==> config.mk <==
export PLATFORM = sky130hd
export DESIGN_NAME = regfile_access_arbiter_flat
export DESIGN_NICKNAME = d
export VERILOG_FILES = /design/src/rtl/regfile_access_arbiter_if.sv /design/src/rtl/regfile_access_arbiter.sv /design/src/flat_wrapper.sv
export SDC_FILE = /design/constraint.sdc
export NUM_CORES = 1
export LEC_CHECK = 0
export BUFFER_PORTS_ARGS = -buffer_cell sky130_fd_sc_hd__buf_2
export CAP_MARGIN = 20
export CORE_MARGIN = 2
export CORE_UTILIZATION = 35
export CTS_CLUSTER_SIZE = 10
export DETAILED_ROUTE_END_ITERATION = 16
export PLACE_DENSITY = 0.81
export SYNTH_ARGS = -nofsm -noshare
export SYNTH_HDL_FRONTEND = slang
export SYNTH_SLANG_ARGS = --single-unit
==> constraint.sdc <==
create_clock -name clk -period 1.8 [get_ports clk]
set_input_delay 0.18 -clock clk [delete_from_list [all_inputs] [get_ports clk]]
set_output_delay 0.18 -clock clk [all_outputs]
set_load 0.02 [all_outputs]
==> src/rtl/regfile_access_arbiter_if.sv <==
// Bundle of WB, debug-port and register-file signals around the regfile write-port arbiter.
// The master modport is the arbiter. The slave modport is the surrounding pipeline, debug unit and register file.
interface regfile_access_arbiter_if #(
    parameter int DATA_W = 32,
    parameter int ADDR_W = 5
);
    logic              wb_we;
    logic [ADDR_W-1:0] wb_addr;
    logic [DATA_W-1:0] wb_data;
    logic              dbg_req;
    logic              dbg_we;
    logic [ADDR_W-1:0] dbg_addr;
    logic [DATA_W-1:0] dbg_wdata;
    logic              dbg_gnt;
    logic              dbg_rvalid;
    logic [DATA_W-1:0] dbg_rdata;
    logic              rf_we;
    logic [ADDR_W-1:0] rf_waddr;
    logic [DATA_W-1:0] rf_wdata;
    logic              dbg_rd_sel;
    logic [DATA_W-1:0] rf_rdata;
    logic              pipe_stall;
    logic              init_busy;

    modport master (
        input  wb_we, wb_addr, wb_data, dbg_req, dbg_we, dbg_addr, dbg_wdata, rf_rdata,
        output dbg_gnt, dbg_rvalid, dbg_rdata, rf_we, rf_waddr, rf_wdata,
               dbg_rd_sel, pipe_stall, init_busy
    );

    modport slave (
        output wb_we, wb_addr, wb_data, dbg_req, dbg_we, dbg_addr, dbg_wdata, rf_rdata,
        input  dbg_gnt, dbg_rvalid, dbg_rdata, rf_we, rf_waddr, rf_wdata,
               dbg_rd_sel, pipe_stall, init_busy
    );
endinterface

==> src/rtl/regfile_access_arbiter.sv <==
// Shares the register-file write port between WB and the debug port, lends read port 1 to debug,
// and clears every register after reset while holding the pipeline stalled.
module regfile_access_arbiter #(
    parameter int DATA_W   = 32,
    parameter int ADDR_W   = 5,
    parameter int NUM_REGS = 32,
    parameter int MAX_WAIT = 8
) (
    input  logic                     clk,
    input  logic                     rst,
    regfile_access_arbiter_if.master bus
);
    localparam int CNT_W = $clog2(MAX_WAIT + 1);

    typedef enum logic [1:0] {S_INIT, S_IDLE, S_FORCE} state_t;

    state_t            state, state_nx;
    logic [ADDR_W-1:0] init_ptr, init_ptr_nx;
    logic [CNT_W-1:0]  wait_cnt, wait_cnt_nx;
    logic [DATA_W-1:0] rdata_q;
    logic              rvalid_q;

    logic              sel_we;
    logic [ADDR_W-1:0] sel_addr;
    logic [DATA_W-1:0] sel_data;
    logic              gnt, rd_sel, stall, busy, rd_grant;

    always_ff @(posedge clk or posedge rst) begin
        if (rst) begin
            state    <= S_INIT;
            init_ptr <= '0;
            wait_cnt <= '0;
            rdata_q  <= '0;
            rvalid_q <= 1'b0;
        end else begin
            state    <= state_nx;
            init_ptr <= init_ptr_nx;
            wait_cnt <= wait_cnt_nx;
            rvalid_q <= rd_grant;
            // Sampled before the RF's own write at this edge, so a same-cycle WB write is not seen.
            if (rd_grant)
                rdata_q <= (bus.dbg_addr == '0) ? '0 : bus.rf_rdata;
        end
    end

    always_comb begin
        state_nx    = state;
        init_ptr_nx = init_ptr;
        wait_cnt_nx = wait_cnt;
        sel_we      = bus.wb_we;
        sel_addr    = bus.wb_addr;
        sel_data    = bus.wb_data;
        gnt         = 1'b0;
        rd_sel      = 1'b0;
        stall       = 1'b0;
        busy        = 1'b0;
        rd_grant    = 1'b0;
        case (state)
            S_INIT: begin
                sel_we      = 1'b1;
                sel_addr    = init_ptr;
                sel_data    = '0;
                stall       = 1'b1;
                busy        = 1'b1;
                wait_cnt_nx = '0;
                init_ptr_nx = init_ptr + 1'b1;
                if (init_ptr == ADDR_W'(NUM_REGS - 1))
                    state_nx = S_IDLE;
            end
            S_IDLE: begin
                if (!bus.dbg_req) begin
                    wait_cnt_nx = '0;
                end else if (!bus.dbg_we) begin
                    gnt         = 1'b1;
                    rd_sel      = 1'b1;
                    stall       = 1'b1;
                    rd_grant    = 1'b1;
                    wait_cnt_nx = '0;
                end else if (!bus.wb_we) begin
                    gnt         = 1'b1;
                    sel_we      = 1'b1;
                    sel_addr    = bus.dbg_addr;
                    sel_data    = bus.dbg_wdata;
                    wait_cnt_nx = '0;
                end else begin
                    // The losing cycle that brings the count to MAX_WAIT also enters FORCE.
                    wait_cnt_nx = wait_cnt + 1'b1;
                    if (wait_cnt == CNT_W'(MAX_WAIT - 1))
                        state_nx = S_FORCE;
                end
            end
            S_FORCE: begin
                stall = 1'b1;
                if (!(bus.dbg_req && bus.dbg_we)) begin
                    state_nx    = S_IDLE;
                    wait_cnt_nx = '0;
                end else if (!bus.wb_we) begin
                    gnt         = 1'b1;
                    sel_we      = 1'b1;
                    sel_addr    = bus.dbg_addr;
                    sel_data    = bus.dbg_wdata;
                    state_nx    = S_IDLE;
                    wait_cnt_nx = '0;
                end
            end
            default: state_nx = S_INIT;
        endcase
    end

    assign bus.rf_we      = sel_we && (sel_addr != '0);
    assign bus.rf_waddr   = sel_addr;
    assign bus.rf_wdata   = sel_data;
    assign bus.dbg_gnt    = gnt;
    assign bus.dbg_rd_sel = rd_sel;
    assign bus.pipe_stall = stall;
    assign bus.init_busy  = busy;
    assign bus.dbg_rvalid = rvalid_q;
    assign bus.dbg_rdata  = rdata_q;
endmodule

==> src/flat_wrapper.sv <==
// flat-port wrapper written by rule: the top's interface ports become plain ports
module regfile_access_arbiter_flat 
#(
    parameter int DATA_W   = 32,
    parameter int ADDR_W   = 5,
    parameter int NUM_REGS = 32,
    parameter int MAX_WAIT = 8
)
  (clk, rst, bus_wb_we, bus_wb_addr, bus_wb_data, bus_dbg_req, bus_dbg_we, bus_dbg_addr, bus_dbg_wdata, bus_rf_rdata, bus_dbg_gnt, bus_dbg_rvalid, bus_dbg_rdata, bus_rf_we, bus_rf_waddr, bus_rf_wdata, bus_dbg_rd_sel, bus_pipe_stall, bus_init_busy);
  regfile_access_arbiter_if #(.DATA_W(DATA_W), .ADDR_W(ADDR_W)) bus_i ();
  input  logic clk;
  input  logic rst;
  input wire logic [$bits(bus_i.wb_we)-1:0] bus_wb_we;
  input wire logic [$bits(bus_i.wb_addr)-1:0] bus_wb_addr;
  input wire logic [$bits(bus_i.wb_data)-1:0] bus_wb_data;
  input wire logic [$bits(bus_i.dbg_req)-1:0] bus_dbg_req;
  input wire logic [$bits(bus_i.dbg_we)-1:0] bus_dbg_we;
  input wire logic [$bits(bus_i.dbg_addr)-1:0] bus_dbg_addr;
  input wire logic [$bits(bus_i.dbg_wdata)-1:0] bus_dbg_wdata;
  input wire logic [$bits(bus_i.rf_rdata)-1:0] bus_rf_rdata;
  output wire logic [$bits(bus_i.dbg_gnt)-1:0] bus_dbg_gnt;
  output wire logic [$bits(bus_i.dbg_rvalid)-1:0] bus_dbg_rvalid;
  output wire logic [$bits(bus_i.dbg_rdata)-1:0] bus_dbg_rdata;
  output wire logic [$bits(bus_i.rf_we)-1:0] bus_rf_we;
  output wire logic [$bits(bus_i.rf_waddr)-1:0] bus_rf_waddr;
  output wire logic [$bits(bus_i.rf_wdata)-1:0] bus_rf_wdata;
  output wire logic [$bits(bus_i.dbg_rd_sel)-1:0] bus_dbg_rd_sel;
  output wire logic [$bits(bus_i.pipe_stall)-1:0] bus_pipe_stall;
  output wire logic [$bits(bus_i.init_busy)-1:0] bus_init_busy;
  assign bus_i.wb_we = bus_wb_we;
  assign bus_i.wb_addr = bus_wb_addr;
  assign bus_i.wb_data = bus_wb_data;
  assign bus_i.dbg_req = bus_dbg_req;
  assign bus_i.dbg_we = bus_dbg_we;
  assign bus_i.dbg_addr = bus_dbg_addr;
  assign bus_i.dbg_wdata = bus_dbg_wdata;
  assign bus_i.rf_rdata = bus_rf_rdata;
  assign bus_dbg_gnt = bus_i.dbg_gnt;
  assign bus_dbg_rvalid = bus_i.dbg_rvalid;
  assign bus_dbg_rdata = bus_i.dbg_rdata;
  assign bus_rf_we = bus_i.rf_we;
  assign bus_rf_waddr = bus_i.rf_waddr;
  assign bus_rf_wdata = bus_i.rf_wdata;
  assign bus_dbg_rd_sel = bus_i.dbg_rd_sel;
  assign bus_pipe_stall = bus_i.pipe_stall;
  assign bus_init_busy = bus_i.init_busy;
  regfile_access_arbiter #(.DATA_W(DATA_W), .ADDR_W(ADDR_W), .NUM_REGS(NUM_REGS), .MAX_WAIT(MAX_WAIT)) u_core (.clk(clk), .rst(rst), .bus(bus_i));
endmodule
==> summary.md, run 1 <==
| Metric | Value |
|---|---|
| Worst setup EP type | output pin |
| Die span in y | 87.54 µm |
| Switching Fraction | 45.05% |
| Clock Sinks | 44 |
| Mapped Area | 2442 µm² |
| Worst hold path type | in2reg |
| GR Util All Layers | 19.67% |
| Crit-path slowest cell | dfrtp_2 |
| Final WL | 9852 µm |
| Synth top area share | 45.08% |
| Fin crit period | 2164 ps |
| Bufs and invs on worst path | 3 |
| Top-count cell post-synth | nand2_1 |
| Internal | 3930 µW |
| Final Hold Viols | 0 |
| Clock power share | 8.0% |
| Initial antenna violation count | 1 |
| Post-synth top cells | nand2_1 (79), dfrtp_1 (44), a21oi_1 (41) |
| YS warnings | 0 |
| Pwr Density | 1577 nW/µm² |
| DR iter-0 viols | 101 |
| Worst Path Arrival | 1980 ps |
| Top post-synthesis cells by area | dfrtp_1 (45%), a22o_1 (13%), nand2_1 (12%) |
| Area Growth Syn to Fin | 85.66% |
| Detailed placement HPWL | 6086 µm |
| CP Launch Type | flop |
| Sequential share of the synthesized area | 45.08% |
| Vias/cell | 5.272 |
| Post-DRT Antenna Nets | 0 |
| Sequential power share | 21.0% |
| Final Core Density | 67.11% |
| Max Cap Violations | 0 |
| Tcrit/Tclk final | 120.2% |
| Worst Path Required | 1620 ps |
| 1st-pass router iterations | 4 |
| Core area | 6756 µm² |
| Outcome | finished, violations left |
| GRT overflow | 0 |
| Worst ir drop on vdd | 772.2 µV |
| Largest net degree at the start of global routing | 34 |
| Die span in x | 87.54 µm |
| DR top layer | met4 |
| Starting density of the core | 36.15% |
| Max-slew headroom | 69.97% |
| Ys flop type | dfrtp_1 |
| Max incr delay on CP | 450 ps |
| Mapped Cells | 279 |
| Critical path's top delay family | simple AND/OR/NAND/NOR gates |
| Dpl ws | -75.16 ps |
| Die Area | 7662 µm² |
| Post-synth EDFFs | 0 |
| Htree depth | 2 |
| I/O Pins | 186 |
| Combinational power share | 71.0% |
| Vias in the first global route | 2554 |
| Worst-Margin Slew | 447.0 ps |
| Clk buf depth | 2 |
| Final net count | 616 |
| Via Count | 3047 |
| Site Rows | 30 |
| Unrepaired setup endpoints after global routing | yes |
| Synth area leader | dfrtp_1 |
| Crit path max fanout | 8 |
| Critical path type | reg2out |
| Netlist cell types | 33 |
| Routability Congestion | 0.8882 |
| M1 WL | 3611 µm |
| Met2 Wirelength | 5129 µm |
| DR DRC count | 0 |
| Failing checks | setup timing |
| Fraction of layout cells with a size suffix above 1 | 61.97% |
| Port Buf Inserts | 185 |
| Worst skew pair latency | 290 ps |
| Root buf cell | clkbuf_8 |
| Ys async rst share | 100.0% |
| CTS tree | built |
| Routed wire length on met3 | 807 µm |
| CP cell instances | ha_2 -> and4bb_4 -> buf_12 -> clkbuf_16 -> nand2_1 -> a21oi_2 -> buf_4 |
| Final WS setup | -363.8 ps |
| Reg clk slew, reported paths | 80 ps |
| FMAX | 462.2 MHz |
| Final Slew Violations | 0 |
| Avg WL per Cell | 17.04 µm |
| Worst Clk Skew | 8.070 ps |
| Fill cells | 487 |
| Post-Synthesis Net Count | 398 |
| Net Sw Power | 3223 µW |
| Finish-stage setup viols | 49 |
| Cts bufs inserted | 5 |
| Synthesized flop and latch total | 44 |
| Avg Inst Size Synth | 8.754 µm² |
| Global-route wire length before repair | 11930 µm |
| Static Leak | 0.002360 µW |
## power groups by stage
| stage | combinational, µW | sequential [µW] | clock (µW) |
|---|---|---|---|
| after global placement | 3720 | 1490 | 0 |
| after detailed placement | 3820 | 1480 | 0 |
| after CTS | 4270 | 1480 | 602 |
| after global routing | 5330 | 1540 | 637 |
| final | 5080 | 1500 | 576 |
| after floorplan | 2110 | 1810 | 0 |
## state kept, by name, indices dropped and copies added (netlist names)
name / count
u_core.init_ptr: 5
u_core.bus.dbg_rvalid: 1
u_core.state: 2
u_core.bus.dbg_rdata: 32
u_core.wait_cnt: 4
## logic make-up after synthesis
family | after synthesis | share of synthesized area (%)
and+or+nand+nor | 103 | 18.03
AOI/OAI and AO/OA | 90 | 25.05
DFF | 44 | 45.08
buffers and inverters | 26 | 4.406
adders and majority gates | 8 | 4.099
muxes | 5 | 2.254
xor gates and xnor gates | 3 | 1.076
## final timing paths
kind | cells after the start | end | from | slack (ps)
setup / recovery | 7 | bus_rf_wdata[20] | u_core.state[1] | -360
hold / removal | 2 | u_core.bus.dbg_rdata[30] | bus_rf_rdata[30] | 100
hold reg to reg | 1 | u_core.bus.dbg_rdata[29] | u_core.bus.dbg_rdata[29] | 500
max in group asynchronous | 4 | u_core.state[1] | rst | 1080
setup reg to reg | 6 | u_core.state[1] | u_core.state[1] | -70
min in group asynchronous | 4 | u_core.bus.dbg_rdata[26] | rst | 460
## cell usage in the layout (no fill, tap or decap), types with 2 or more instances in the layout
| master | n |
|---|---|
| a22oi_2 | 5 |
| mux2_2 | 2 |
| o21ai_0 | 2 |
| clkbuf_16 | 6 |
| ha_1 | 4 |
| buf_4 | 35 |
| nor2_2 | 3 |
| dfrtp_1 | 43 |
| nor3_1 | 2 |
| clkbuf_8 | 5 |
| nand2_2 | 3 |
| a22o_1 | 36 |
| nand2_1 | 70 |
| mux2_4 | 2 |
| a21oi_4 | 3 |
| a21oi_2 | 32 |
| nand2_4 | 6 |
| nor2b_1 | 2 |
| buf_6 | 29 |
| a21oi_1 | 6 |
| nor2_1 | 4 |
| buf_2 | 154 |
| buf_12 | 7 |
| and3_1 | 2 |
| ha_4 | 3 |
| xnor2_1 | 2 |
## cell type report
cell class	instances	area (µm²)	share of cell area (%)
clock buffer	6	72.57	1.600
tap	80	100.1	2.208
clock inverter	1	5.005	0.1104
multi-input combinational	209	1560	34.41
sequential	44	1102	24.31
antenna	1	2.502	0.05519
inverter	5	31.28	0.6898
timing repair buffer	232	1660	36.62
## stage by stage
step	power, µW	TNS [ps]	cell area (µm²)	instances	hold WS [ps]
global route	7509	-14860	4534	578	92.55
floorplan	3920	-14.54	2575	279	312.7
detailed placement	5292	-196.3	3696	541	232.3
CTS	6356	-8386	4045	555	94.18
global placement	5213	0	3696	541	223.4
finish	7153	-11080	4534	578	101.8
## worst reg2reg max path, cell delays in order, from the launching register on
cell	delay (ps)
dfrtp_2	450
buf_4	150
ha_4	170
buf_4	140
buf_6	130
a221o_1	410
mux2_4	320
## layer usage
layer	vias up	GRT usage (%)
met5	-	0
met4	0	6.853
met3	32	4.053
met2	189	35.74
met1	1408	22.92
li1	1418	-
## what timing repair did
action                     CTS  global route
resized for setup           54            61
pin swaps                    8            33
setup endpoints to repair   47            77
buffers inserted             5            16
hold buffers                 1             0
gates cloned                 1             8
hold endpoints to repair    44             0
No activity file was read; power rests on OpenSTA's default activity.
==> inputs of run 2 (changes only) <==
--- a/config.mk
+++ b/config.mk
@@ -8,10 +8,11 @@
 export BUFFER_PORTS_ARGS = -buffer_cell sky130_fd_sc_hd__buf_2
 export CAP_MARGIN = 20
 export CORE_MARGIN = 2
-export CORE_UTILIZATION = 35
+export CORE_UTILIZATION = 36
 export CTS_CLUSTER_SIZE = 10
 export DETAILED_ROUTE_END_ITERATION = 16
-export PLACE_DENSITY = 0.81
+export MAX_ROUTING_LAYER = met4
+export PLACE_DENSITY = 0.82
 export SYNTH_ARGS = -nofsm -noshare
 export SYNTH_HDL_FRONTEND = slang
 export SYNTH_SLANG_ARGS = --single-unit
==> run 2 against run 1 <==
  * The flow still finishes with violations (setup timing)
  * Total power is 3.7% lower
  * Maximum frequency rose by 3.3%
  * Die area shrank 2.7%
  * Clock power grew 6.9%
  * Sequential power barely moved
  * Wire length shrank 8.9%
  * Via count down 3.2%
  * Global-route usage rose by 1.9 points
  * Critical path type unchanged
  * Critical endpoint is now bus_rf_wdata[0]
==> summary.md, run 2 (same netlist as run 1, synthesis figures left out) <==
| Metric | Value |
|---|---|
| Outcome | finished, violations left |
| Failing checks | setup timing |
| Cts bufs inserted | 5 |
| Fraction of layout cells with a size suffix above 1 | 57.88% |
| Worst Clk Skew | 3.622 ps |
| Leading cell types in the layout, fill and taps excluded | buf_2 (145), nand2_1 (79), buf_4 (44), dfrtp_1 (42), a22o_1 (36) |
| Worst-Margin Slew | 707.5 ps |
| Routability Congestion | 0.8944 |
| Htree depth | 2 |
| Total power | 6889 µW |
| Max Cap Violations | 0 |
| Largest net degree at the start of global routing | 34 |
| Die span in y | 86.37 µm |
| CP Launch Type | flop |
| Final WS setup | -294.0 ps |
| Detailed placement HPWL | 6176 µm |
| Clk buf depth | 2 |
| Port Buf Inserts | 185 |
| 1st-pass router iterations | 4 |
| Avg WL per Cell | 15.98 µm |
| GRT overflow | 0 |
| Site Rows | 30 |
| DR DRC count | 0 |
| Final net count | 600 |
| I/O Pins | 186 |
| Met1 GRT Util | 24.86% |
| Post-DRT Antenna Nets | 0 |
| Worst Path Arrival | 1910 ps |
| Number of flip-flops in the largest register | 32 |
| # diodes | 0 |
| Most common cell after layout, fill and taps aside | buf_2 |
| Vias in the first global route | 2643 |
| Dpl ws | -88.53 ps |
| Unrepaired setup endpoints after global routing | yes |
| Starting density of the core | 36.55% |
| DR iter-0 viols | 123 |
| Finish-stage setup viols | 74 |
| Worst skew pair latency | 290 ps |
| Tcrit/Tclk final | 116.3% |
| Vias/cell | 5.247 |
| Final Slew Violations | 0 |
| GR Util All Layers | 21.58% |
| Area Growth Syn to Fin | 73.67% |
| Core area | 6681 µm² |
| Met3 Resource Use GR | 3.714% |
| Static Leak | 0.002186 µW |
| Worst hold path type | in2reg |
| Worst Path Required | 1620 ps |
| CTS tree | built |
| Worst ir drop on vdd | 923.1 µV |
| Reg clk slew, reported paths | 80 ps |
| GR peak layer | met2 |
| Initial antenna violation count | 0 |
| Max-slew headroom | 52.54% |
| Grt met2 use | 38.25% |
| FMAX | 477.6 MHz |
| Via Count | 2949 |
| Final WL | 8979 µm |
| Die Area | 7459 µm² |
| Pwr Density | 1624 nW/µm² |
| Worst setup EP type | output pin |
| Global-route wire length before repair | 12390 µm |
| Crit path max fanout | 32 |
| Root buf cell | clkbuf_8 |
| Clock Sinks | 44 |
| Final Hold Viols | 0 |
| Die span in x | 86.37 µm |
| Fin crit period | 2094 ps |
| Fill cells | 513 |
| Critical path type | reg2out |
run 2: cell count changes in the layout (fill, tap and decap cells not counted), moves of 2 or more:
| cell | change |
|---|---|
| a21oi_4 | -2 |
| buf_12 | -2 |
| buf_2 | -9 |
| buf_4 | +9 |
| buf_6 | -11 |
| clkbuf_16 | -3 |
| nand2_1 | +9 |
| nand2_2 | -3 |
| nand2_4 | -6 |
| nor2_1 | +2 |
| nor2_2 | -2 |
run 2: metal layers:
metal / vias up / wire [µm] / share of wire, %
li1: 1380 / - / -
met4: 0 / 102 / 1.1
met2: 170 / 4741 / 53
met5: - / 0 / 0
met1: 1391 / 3434 / 38
met3: 8 / 700 / 7.8
run 2: timing repair:
item / in CTS / in global routing
buffers inserted: 4 / 5
endpoints found under the hold margin: 17 / 0
setup endpoints to repair: 43 / 77
gates cloned: 0 / 4
gates resized for setup: 42 / 43
pin swaps: 8 / 13
hold buffers: 1 / 0
run 2: critical path, cell delays in order (launching register included):
cell and delay [ps]:
dfrtp_2 450, ha_4 180, and4bb_2 360, buf_12 190, nand2_1 90, a21oi_1 170, buf_4 170
run 2: metrics by stage:
step	TNS [ps]	hold WS (ps)	cells	util [%]	area, µm²
2_1_floorplan	-14.54	312.7	279	-	2575
3_3_place_gp	0	225.2	540	55.39	3701
3_5_place_dp	-215.0	238.9	540	55.39	3701
4_1_cts	-9142	87.91	553	59.61	3983
5_1_grt	-14500	85.31	562	63.48	4242
6_report	-9349	96.58	562	63.48	4242
run 2: path summary, 6_finish.rpt:
path                                          from                       end  slack, ps  cells past startpoint
setup / recovery                   u_core.state[1]           bus_rf_wdata[0]       -290                      6
hold / removal                    bus_rf_rdata[26]  u_core.bus.dbg_rdata[26]        100                      2
setup reg to reg                   u_core.state[1]           u_core.state[1]        -60                      6
hold reg to reg            u_core.bus.dbg_rdata[9]   u_core.bus.dbg_rdata[9]        510                      1
max in group asynchronous                      rst   u_core.bus.dbg_rdata[3]        840                      4
min in group asynchronous                      rst   u_core.bus.dbg_rdata[5]        450                      3
run 2: layout make-up:
cell class / instances / area, µm² / share of cell area (%)
inverter: 5 / 23.77 / 0.5605
clock buffer: 6 / 72.57 / 1.711
clock inverter: 2 / 16.27 / 0.3835
timing repair buffer: 216 / 1444 / 34.04
tap: 80 / 100.1 / 2.360
multi-input combinational: 209 / 1481 / 34.93
sequential: 44 / 1104 / 26.02
run 2: power breakdown:
part	leakage (µW)	total [µW]	internal (µW)	switching, µW
registers	0.000556	1510	1300	207
clock network	0.0000414	616	276	339
logic	0.00159	4760	2200	2570
==> inputs of run 3 (changes only) <==
--- a/config.mk
+++ b/config.mk
@@ -5,7 +5,7 @@
 export SDC_FILE = /design/constraint.sdc
 export NUM_CORES = 1
 export LEC_CHECK = 0
-export BUFFER_PORTS_ARGS = -buffer_cell sky130_fd_sc_hd__buf_2
+export BUFFER_PORTS_ARGS = -buffer_cell sky130_fd_sc_hd__buf_4
 export CAP_MARGIN = 20
 export CORE_MARGIN = 2
 export CORE_UTILIZATION = 36
==> run 3 against run 2 <==
  * The run still ends with setup timing left
  * Final area rose by 13%
  * Sequential share of layout area decreased by 3.0 points
  * Sequential cell count stayed put
  * Cell count rose by 1.4%
  * Clock-buffer cell count decreased by 1
  * Non-clock buffer count rose by 9
==> summary.md, run 3 (same netlist as run 1, synthesis figures left out) <==
| Metric | Value |
|---|---|
| GRT overflow | 0 |
| Via Count | 2995 |
| Static Leak | 0.002385 µW |
| Register area | 1101 µm² |
| Number of flip-flops in the largest register | 32 |
| Finish-stage setup viols | 75 |
| Final WS setup | -260.6 ps |
| Leading cell types in the layout, fill and taps excluded | buf_4 (182), nand2_1 (79), dfrtp_1 (44), a22o_1 (36), a21oi_2 (32) |
| Core area | 6681 µm² |
| Die Area | 7459 µm² |
| Starting density of the core | 36.55% |
| GR Util All Layers | 23.57% |
| Number of instances in the placed design | 542 |
| Grt met2 use | 41.05% |
| Post-DRT Antenna Nets | 0 |
| Vias/cell | 5.254 |
| Final Hold Viols | 0 |
| Final Core Density | 71.54% |
| I/O Pins | 186 |
| Site Rows | 30 |
| Crit path launch | u_core.state[1] |
| DR DRC count | 0 |
| Clk buf depth | 2 |
| Avg WL per Cell | 16.88 µm |
| Pwr Density | 1587 nW/µm² |
| Cts bufs inserted | 5 |
| Tcrit/Tclk final | 114.5% |
| Port Buf Inserts | 185 |
| Final cell count without fillers | 570 |
| CTS tree | built |
| Final net count | 609 |
| Worst ir drop on vdd | 859.5 µV |
| Root buf cell | clkbuf_8 |
| Multi-input logic area | 1478 µm² |
| Worst Clk Skew | 4.554 ps |
| Met3 Resource Use GR | 4.476% |
| Area Growth Syn to Fin | 95.70% |
| Detailed placement HPWL | 6554 µm |
| Min Hold Slack | 96.63 ps |
| 1st-pass router iterations | 4 |
| Crit path max fanout | 6 |
| CP Launch Type | flop |
| Max-slew headroom | 55.52% |
| Fin crit period | 2061 ps |
| Worst hold path type | in2reg |
| Initial antenna violation count | 0 |
| Die span in x | 86.37 µm |
| Most common cell after layout, fill and taps aside | buf_4 |
| Worst setup EP type | output pin |
| Met1 GRT Util | 26.57% |
| DR iter-0 viols | 90 |
| Fraction of layout cells with a size suffix above 1 | 58.37% |
| Global-route wire length before repair | 13570 µm |
| FMAX | 485.3 MHz |
| Largest net degree at the start of global routing | 30 |
| Unrepaired setup endpoints after global routing | yes |
| Critical path type | reg2out |
| Final WL | 9624 µm |
| Hold Startpoint | bus_rf_rdata[28] |
| Reg clk slew, reported paths | 80 ps |
| Outcome | finished, violations left |
| R2r startpoint | u_core.state[1] |
| Final Slew Violations | 0 |
| Worst Path Arrival | 1880 ps |
| # diodes | 0 |
| Max Cap Violations | 0 |
| Worst Path Required | 1620 ps |
| Vias in the first global route | 2840 |
| Worst-Margin Slew | 663.1 ps |
| Routability Congestion | 0.9123 |
| Fill cells | 465 |
| Worst skew pair latency | 290 ps |
| Failing checks | setup timing |
| GR peak layer | met2 |
| Htree depth | 2 |
| Die span in y | 86.37 µm |
| Clock Sinks | 44 |
==> run 3: cell count changes in the layout (fill, tap and decap cells not counted), moves of 3 or more <==
cell	change
a22oi_2	-3
buf_16	+3
buf_6	+11
a22oi_1	+3
buf_4	+138
buf_2	-145
==> run 3: worst max-delay path, cell delays in order, from the launching register on <==
cell	delay, ps
dfrtp_1	420
buf_6	140
inv_4	40
ha_4	170
nor3_4	210
nor2_2	120
a22oi_1	250
nand2_1	100
buf_6	140
==> run 3: metal layers <==
layer | vias to the layer above | wire length, µm
li1 | 1402 | -
met1 | 1406 | 3712
met2 | 160 | 4886
met3 | 27 | 730
met4 | 0 | 295
met5 | - | 0
==> run 3: final timing paths <==
| kind | end | slack [ps] | cells after the start |
|---|---|---|---|
| max | bus_rf_waddr[3] | -260 | 8 |
| min | u_core.bus.dbg_rdata[28] | 100 | 2 |
| max reg2reg | u_core.bus.dbg_rdata[31] | -160 | 10 |
| min reg2reg | u_core.bus.dbg_rdata[9] | 510 | 1 |
| max in group asynchronous | u_core.bus.dbg_rdata[25] | 860 | 4 |
| min in group asynchronous | u_core.bus.dbg_rdata[28] | 450 | 3 |
==> run 3: timing repair <==
action | 4_1_cts | 5_1_grt
hold buffers | 1 | 0
setup endpoints to repair | 44 | 77
setup buffers | 9 | 7
endpoints found under the hold margin | 17 | 0
gates resized for setup | 39 | 26
cloned | 5 | 3
pin swaps | 2 | 4
==> run 3: report_power, final <==
group | switching, µW | internal, µW | leakage (µW)
logic | 2700 | 2780 | 0.00179
registers | 216 | 1300 | 0.000558
clock network | 326 | 263 | 0.0000400
==> run 3: final cells by class <==
type                    instances  area share (%)
repair buffers                225           41.75
multi-input cells             209           30.92
flip-flops and latches         44           23.04
well taps                      80           2.094
clock buffers                   5           1.440
inverters                       5          0.4974
clock inverters                 2          0.2618
==> run 3: per-stage QoR <==
stage	cell area, µm²	TNS, ps	setup WS [ps]	total power [µW]
2_1_floorplan	2575	-14.54	-2.908	3920
3_3_place_gp	4204	0	22.72	5850
3_5_place_dp	4204	-92.44	-81.55	5924
4_1_cts	4658	-7284	-193.4	7145
5_1_grt	4780	-14520	-355.5	7947
6_report	4780	-10490	-260.6	7584
